===== config.mk =====
export PLATFORM = sky130hd
export DESIGN_NAME = dem_bcd_tham_so
export DESIGN_NICKNAME = d
export VERILOG_FILES = /design/src/rtl/dem_bcd_tham_so.sv
export SDC_FILE = /design/constraint.sdc
export NUM_CORES = 1
export LEC_CHECK = 0
export ABC_AREA = 1
export CORE_MARGIN = 4
export CORE_UTILIZATION = 51
export CTS_CLUSTER_SIZE = 12
export DETAILED_ROUTE_END_ITERATION = 7
export PLACE_DENSITY = 0.83
export SETUP_SLACK_MARGIN = 0.2
export SKIP_LAST_GASP = 1
export SLEW_MARGIN = 5
export SYNTH_ARGS = -nofsm -noshare
export SYNTH_HDL_FRONTEND = slang
export SYNTH_SLANG_ARGS = --single-unit

===== constraint.sdc =====
create_clock -name clk -period 4.75 [get_ports clk]
set_clock_uncertainty 0.2 [all_clocks]
set_input_delay 1.425 -clock clk [delete_from_list [all_inputs] [get_ports clk]]
set_output_delay 1.425 -clock clk [all_outputs]
set_load 0.01 [all_outputs]

===== src/rtl/dem_bcd_tham_so.sv =====
// rtl/dem_bcd_tham_so.sv - parameterised two-digit BCD up/down counter with preset, wrap pulse and divided clock
module dem_bcd_tham_so #(
    parameter int MODULO = 60,
    parameter int HALF   = MODULO / 2
) (
    input  logic       clk,
    input  logic       rs,
    input  logic       en,
    input  logic       dir,
    input  logic       load,
    input  logic [3:0] load_donvi,
    input  logic [3:0] load_chuc,
    output logic [3:0] led1,
    output logic [3:0] led2,
    output logic       carry,
    output logic       clk_out,
    output logic       load_err
);

    // Terminal count and half-point split into digits so every compare stays in BCD
    localparam logic [3:0] MAX_CHUC   = 4'((MODULO - 1) / 10);
    localparam logic [3:0] MAX_DONVI  = 4'((MODULO - 1) % 10);
    localparam logic [7:0] HALF_CHUC  = 8'(HALF / 10);
    localparam logic [3:0] HALF_DONVI = 4'(HALF % 10);

    logic [3:0] r_donvi;
    logic [3:0] r_chuc;
    logic       r_carry;
    logic       r_clk_out;
    logic       r_load_err;

    logic [3:0] w_donvi_nxt;
    logic [3:0] w_chuc_nxt;
    logic       w_carry_nxt;
    logic       w_load_err_nxt;
    logic       w_load_ok;
    logic       w_at_max;
    logic       w_at_zero;
    logic       w_below_half;

    assign w_at_max  = (r_chuc == MAX_CHUC) && (r_donvi == MAX_DONVI);
    assign w_at_zero = (r_chuc == 4'd0) && (r_donvi == 4'd0);

    always_comb begin
        w_load_ok = (load_donvi <= 4'd9) && (load_chuc <= 4'd9) &&
                    ((load_chuc < MAX_CHUC) ||
                     ((load_chuc == MAX_CHUC) && (load_donvi <= MAX_DONVI)));
        w_donvi_nxt    = r_donvi;
        w_chuc_nxt     = r_chuc;
        w_carry_nxt    = 1'b0;
        w_load_err_nxt = 1'b0;
        if (load) begin
            if (w_load_ok) begin
                w_donvi_nxt = load_donvi;
                w_chuc_nxt  = load_chuc;
            end else begin
                w_load_err_nxt = 1'b1;
            end
        end else if (en) begin
            if (!dir) begin
                if (w_at_max) begin
                    w_donvi_nxt = 4'd0;
                    w_chuc_nxt  = 4'd0;
                    w_carry_nxt = 1'b1;
                end else if (r_donvi == 4'd9) begin
                    w_donvi_nxt = 4'd0;
                    w_chuc_nxt  = r_chuc + 4'd1;
                end else begin
                    w_donvi_nxt = r_donvi + 4'd1;
                end
            end else begin
                if (w_at_zero) begin
                    w_donvi_nxt = MAX_DONVI;
                    w_chuc_nxt  = MAX_CHUC;
                    w_carry_nxt = 1'b1;
                end else if (r_donvi == 4'd0) begin
                    w_donvi_nxt = 4'd9;
                    w_chuc_nxt  = r_chuc - 4'd1;
                end else begin
                    w_donvi_nxt = r_donvi - 4'd1;
                end
            end
        end
        // clk_out is decided from the next value so it changes together with the digits
        w_below_half = ({4'd0, w_chuc_nxt} < HALF_CHUC) ||
                       (({4'd0, w_chuc_nxt} == HALF_CHUC) && (w_donvi_nxt < HALF_DONVI));
    end

    always_ff @(posedge clk) begin
        if (rs) begin
            r_donvi    <= 4'd0;
            r_chuc     <= 4'd0;
            r_carry    <= 1'b0;
            r_load_err <= 1'b0;
            r_clk_out  <= 1'b1;
        end else begin
            r_donvi    <= w_donvi_nxt;
            r_chuc     <= w_chuc_nxt;
            r_carry    <= w_carry_nxt;
            r_load_err <= w_load_err_nxt;
            r_clk_out  <= w_below_half;
        end
    end

    assign led1     = r_donvi;
    assign led2     = r_chuc;
    assign carry    = r_carry;
    assign clk_out  = r_clk_out;
    assign load_err = r_load_err;

endmodule


==> key figures, run 1 <==
Die
  • Std-Cell Rows: 15
  • Die span in y: 50.6 um
  • Initial Util: 53.7%
  • Die width: 50.6 um
  • DIE AREA: 2560 um2
  • Core Area: 1730 um2
  • # IOs: 24

Clock network
  • Clock root cell: clkbuf_4
  • CTS Buffer Depth: 2
  • Total clock sinks: 11
  • Cts hold-fix bufs: 0
  • CTS tree: built
  • Total CTS buffers: 3
  • Post CTS Setup Buffer Count: 0
  • Clk_lat worst skew: 0.27 ns
  • CTS H-tree depth: 1
  • Clock slew at reported path FFs: 0.08 ns
  • CTS resizes: 0

Logic synthesis
  • Synthesis warning total: 0
  • Mapped Nets: 175
  • Syn Std Cell Area: 927 um2
  • Area fraction of the dominant cell type after synthesis: 23.8%
  • Mapped Cells: 159
  • Largest area contributor in the synthesized netlist: dfxtp_1
  • Synth Area per Inst: 5.83 um2
  • Synth area leaders: dfxtp_1 24%, nand2_1 17%, nand3_1 12%, inv_1 8.1%, o21ai_0 7.0%
  • Seq cells post-synth: 11
  • Distinct cells, synth: 23
  • Seq/Total Area, Yosys: 23.8%

Route
  • Final ANT Viol Nets: 0
  • Overall routed net length: 2500 um
  • Vias/cell: 5.23
  • Wirelength per Cell: 11.9 um
  • Remaining DRCs: 0
  • Via count: 1099
  • Drt first-iter violations: 28
  • First drt pass iteration count: 4

Layout
  • Layout fillers: 167
  • Layout Nets: 202
  • N_diodes: 0
  • Final Core Density: 70.1%
  • Fraction of layout cells with a size suffix above 1: 10.8%
  • Area grow syn2layout: 30.6%

Worst setup path
  • CP max stage delay: 0.60 ns
  • Critical path type: register to output port
  • Buf/Inv on CP: 1
  • Reg-to-reg slack, setup: 2.72 ns
  • Reg2reg start: led2[0]$_SDFF_PP0_
  • Critical path arrival: 1.39 ns
  • CP Cell Sequence: clkdlybuf4s50_1
  • Crit end category: output port
  • CP startpoint kind: register
  • Crit path launch: led1[1]$_SDFFE_PP0P_
  • Crit-path leading delay family: buffers and inverters
  • CP max FO: 7
  • Critical Path Sink: led1[1]
  • Reg2reg path depth: 11
  • Required @ worst endpoint: 3.12 ns
  • R2r endpoint: clk_out$_SDFF_PP1_
  • Slowest stage cell, crit path: clkdlybuf4s50_1
  • Critical path depth: 1

GRT
  • Largest net degree at the start of global routing: 14
  • Gr usage total: 21.1%
  • First-pass GRT wire length: 4240 um
  • Number of global-route vias before repair: 998
  • Grt total ovfl: 0
  • Initial antenna violation count: 0

Worst hold path
  • Hold Crit Depth: 2
  • Worst hold path type: register to register

Power
  • Sw Share: 36.9%
  • Comb pwr share: 38.0%
  • Total power: 287 uW
  • Clock power share: 23.0%
  • LEAKAGE: 0.577 nW
  • Int Power: 181 uW
  • Pwr per Cell Area: 237 nW/um2
  • Net Switching: 106 uW
  • VDD IR max: 0.235 mV
  • Seq pwr share: 39.0%

Placed design
  • RePlAce Congestion: 0.903
  • Post-DP HPWL: 1990 um
  • Port Buffers: 23

STA
  • Min cycle time layout: 3.02 ns
  • Slew Limit Fails: 0
  • Least-Margin Pin Slew: 0.421 ns
  • Hold Fails Final Rpt: 0
  • Final Setup Violations: 0
  • Max-Slew Margin vs Limit: 71.8%
  • RSZ-0062 raised after global routing: no
  • Period Utilization, post-route: 63.6%
  • Total negative slack: 0 ns
  • Max Freq: 331 MHz

Outcome
  • Outcome: completed

Run
  • MaxCap Viol Count: 0
[area by class of cell]
type	instances	area, um2	area share (%)
Timing Repair Buffer	23	230	19.0
Tap cell	25	31.3	2.58
Inverter	25	93.8	7.75
Multi-Input combinational cell	122	609	50.3
Clock buffer	4	26.3	2.17
Sequential cell	11	220	18.2
[cells in the final DEF, fill, tap and decap left out, drive strengths merged, types with 2 or more instances in the layout]
cell type      instances
nand2                 47
clkbuf                 4
nand3                 24
o211ai                 2
o21ai                 16
ha                     3
inv                   25
nor2                  17
clkdlybuf4s50         23
a21oi                  8
dfxtp                 11
[through the flow]
stage,cells,instance area (um2),hold slack (ns),worst slack (ns)
floorplan,159,927,0.340,2.22
global placement,206,1180,0.368,1.58
detailed placement,206,1180,0.374,1.51
CTS,210,1210,0.389,1.74
global route,210,1210,0.454,1.63
finish,210,1210,0.407,1.73
[power by group through the flow]
stage                     logic, mW  registers, mW  clock network [mW]
final                         0.109          0.112              0.0659
after global routing          0.122          0.113              0.0714
after CTS                     0.109          0.112              0.0662
after detailed placement      0.107          0.114                   0
after global placement        0.107          0.113                   0
after floorplan              0.0648          0.115                   0
[logic make-up after synthesis]
kind of cell / synth area share (%)
buffers and inverters: 10.5
flip-flops: 23.8
adder cells (fa/ha/maj): 4.05
AO/OA/AOI/OAI: 16.5
AND/OR/NAND/NOR: 45.2
[how the worst min path moves through the flow]
stage          slack (ns)            endpoint                from
2_1_floorplan        0.34  led2[3]$_SDFF_PP0_  led2[3]$_SDFF_PP0_
3_3_place_gp         0.37  led2[3]$_SDFF_PP0_  led2[3]$_SDFF_PP0_
3_5_place_dp         0.37  led2[3]$_SDFF_PP0_  led2[3]$_SDFF_PP0_
4_1_cts              0.39  led2[3]$_SDFF_PP0_  led2[3]$_SDFF_PP0_
5_1_grt              0.45  led2[3]$_SDFF_PP0_  led2[3]$_SDFF_PP0_
6_report             0.41  led2[3]$_SDFF_PP0_  led2[3]$_SDFF_PP0_
[sequential cells by signal (all words and copies together), names as in the netlist]
| name | count |
|---|---|
| led1 | 4 |
| carry | 1 |
| clk_out | 1 |
| load_err | 1 |
| led2 | 4 |
[per-layer routing]
layer  wire length, um  global-route usage [%]  vias up  part of all wire [%]
li1                  -                       -      568                     -
met1              1170                    28.0      484                    47
met2              1140                    33.9       40                    46
met3               143                    3.86        7                   5.7
met4                47                    7.62        0                   1.9
met5                 0                       0        -                     0
[cell usage after synthesis]
cell type and number:
nand2_1 43, nand3_1 23, inv_1 20, o21ai_0 13, dfxtp_1 11, nor2_1 11
a21oi_1 7, inv_2 5, nor2_2 5, ha_1 3, nand2_2 3, o21ai_1 3
o211ai_1 2, a211oi_1 1, a21oi_2 1, a31oi_1 1, clkbuf_1 1, nand2_4 1
nand3_2 1, nand4_1 1, nor2_4 1, nor4_1 1, or2_1 1
(Power assumes the default switching activity.)
==> run 2, diff against run 1 <==
Settings changed: CORE_UTILIZATION 51 to 48, PLACE_DENSITY 0.83 to 0.79.
Clock period 4.75 ns to 2.8 ns, I/O delays scaled along.
==> key figures, run 2 (same netlist as run 1, synthesis figures left out) <==
Outcome
  • Outcome: completed

Power
  • LEAKAGE: 0.577 nW (unchanged)
  • Pwr per Cell Area: 400 nW/um2 (+69%)
  • VDD IR max: 0.379 mV (+61%)
  • Total power: 485 uW (+69%)

Route
  • Overall routed net length: 2500 um (-0.12%)
  • Via count: 1088 (-1.0%)
  • First drt pass iteration count: 4 (unchanged)
  • Drt first-iter violations: 35 (+25%)
  • Vias/cell: 5.18 (-1.0%)
  • Final ANT Viol Nets: 0 (unchanged)
  • Wirelength per Cell: 11.9 um (-0.12%)
  • Remaining DRCs: 0 (unchanged)

Layout
  • Fraction of layout cells with a size suffix above 1: 10.8% (unchanged)
  • N_diodes: 0 (unchanged)
  • Fin cells: 210 (unchanged)
  • Layout Nets: 202 (unchanged)
  • Layout fillers: 159 (-4.8%)
  • Area grow syn2layout: 30.6% (unchanged)
  • Commonest non-fill, non-tap cell in the layout: nand2_1
  • Most frequent cells in the layout: 43 x nand2_1, 23 x nand3_1, 23 x clkdlybuf4s50_1
  • Final Core Density: 67.9% (-2.2 points)

Die
  • # IOs: 24 (unchanged)
  • Core Area: 1780 um2 (+3.3%)
  • Die span in y: 52.0 um (+2.6%)
  • DIE AREA: 2700 um2 (+5.3%)
  • Std-Cell Rows: 15 (unchanged)
  • Initial Util: 52.0% (-1.7 points)
  • Die width: 52.0 um (+2.6%)

STA
  • Total negative slack: 0 ns (unchanged)
  • Slew Limit Fails: 0 (unchanged)
  • Least-Margin Pin Slew: 0.459 ns (+0.0382 ns)
  • Period Utilization, post-route: 86.4%
  • Hold Fails Final Rpt: 0 (unchanged)
  • Max-Slew Margin vs Limit: 69.3% (-2.5 points)
  • Max Freq: 413 MHz
  • PnR worst setup slack: 0.380 ns (-1.35 ns)
  • Min cycle time layout: 2.42 ns
  • Final Setup Violations: 0 (unchanged)
  • RSZ-0062 raised after global routing: no

Placed design
  • RePlAce Congestion: 0.935 (+3.5%)
  • Post-DP HPWL: 1930 um (-3.0%)
  • Port Buffers: 23 (unchanged)
  • Worst slack at placement: 0.147 ns (-1.36 ns)
  • Placed cell count: 206 (unchanged)

Worst setup path
  • Crit path launch: led1[1]$_SDFFE_PP0P_
  • Crit-path leading delay family: buffers and inverters
  • Slowest stage cell, crit path: clkdlybuf4s50_1
  • Required @ worst endpoint: 1.76 ns (-1.36 ns)
  • CP startpoint kind: register
  • CP max stage delay: 0.60 ns (about the same)
  • Reg-to-reg slack, setup: 0.80 ns (-1.92 ns)
  • CP max FO: 7 (unchanged)
  • Crit end category: output port
  • Critical path type: register to output port
  • Buf/Inv on CP: 1 (unchanged)
  • Critical path arrival: 1.38 ns (about the same)
  • Reg2reg start: led2[0]$_SDFF_PP0_
  • CP Cell Sequence: clkdlybuf4s50_1

Clock network
  • CTS resizes: 0 (unchanged)
  • Clock slew at reported path FFs: 0.08 ns (about the same)
  • CTS tree: built
  • Post CTS Setup Buffer Count: 0 (unchanged)
  • Total CTS buffers: 3 (unchanged)
  • Clk_lat worst skew: 0.27 ns (about the same)
  • CTS H-tree depth: 1 (unchanged)
  • Total clock sinks: 11 (unchanged)
  • Clock root cell: clkbuf_4
  • Cts hold-fix bufs: 0 (unchanged)
  • CTS Buffer Depth: 2 (unchanged)

Run
  • MaxCap Viol Count: 0 (unchanged)

Worst hold path
  • Hold_sp: led2[3]$_SDFF_PP0_
  • Worst hold path type: register to register

GRT
  • Initial antenna violation count: 0 (unchanged)
  • Largest net degree at the start of global routing: 14 (unchanged)
  • Gr usage total: 20.6% (-0.55 points)
  • Grt total ovfl: 0 (unchanged)
  • First-pass GRT wire length: 4210 um (-0.80%)
  • Number of global-route vias before repair: 958 (-4.0%)
run 2: worst paths after layout:
check,endpoint,depth (start not counted)
worst min-delay path,led2[3]$_SDFF_PP0_,2
worst max-delay path,led1[1],1
worst min register to register,led2[3]$_SDFF_PP0_,2
worst max register to register,clk_out$_SDFF_PP1_,11
run 2: routing by layer:
metal,part of all wire (%),vias up,GRT usage (%)
li1,-,570,-
met2,46,35,33.7
met4,1.5,0,7.86
met5,0,-,0
met3,4.5,5,2.01
met1,48,478,27.6
run 2: report_power, final:
part | internal (mW) | leakage [nW] | total, mW | switching [mW]
Sequential | 0.170 | 0.0908 | 0.190 | 0.0201
Combinational | 0.0818 | 0.471 | 0.185 | 0.103
Clock | 0.0552 | 0.0150 | 0.110 | 0.0548
Total | 0.307 | 0.577 | 0.485 | 0.178
run 2: final cells by class:
class	instances	area [um2]	area share [%]
Inverter	25	93.8	7.75
Sequential cell	11	220	18.2
Tap cell	25	31.3	2.58
Timing Repair Buffer	23	230	19.0
Multi-Input combinational cell	122	609	50.3
Clock buffer	4	26.3	2.17
run 2: stage by stage:
step / cell area (um2) / hold slack [ns]
global placement: 1180 / 0.369
CTS: 1210 / 0.366
finish: 1210 / 0.368
detailed placement: 1180 / 0.353
global route: 1210 / 0.416
floorplan: 927 / 0.340
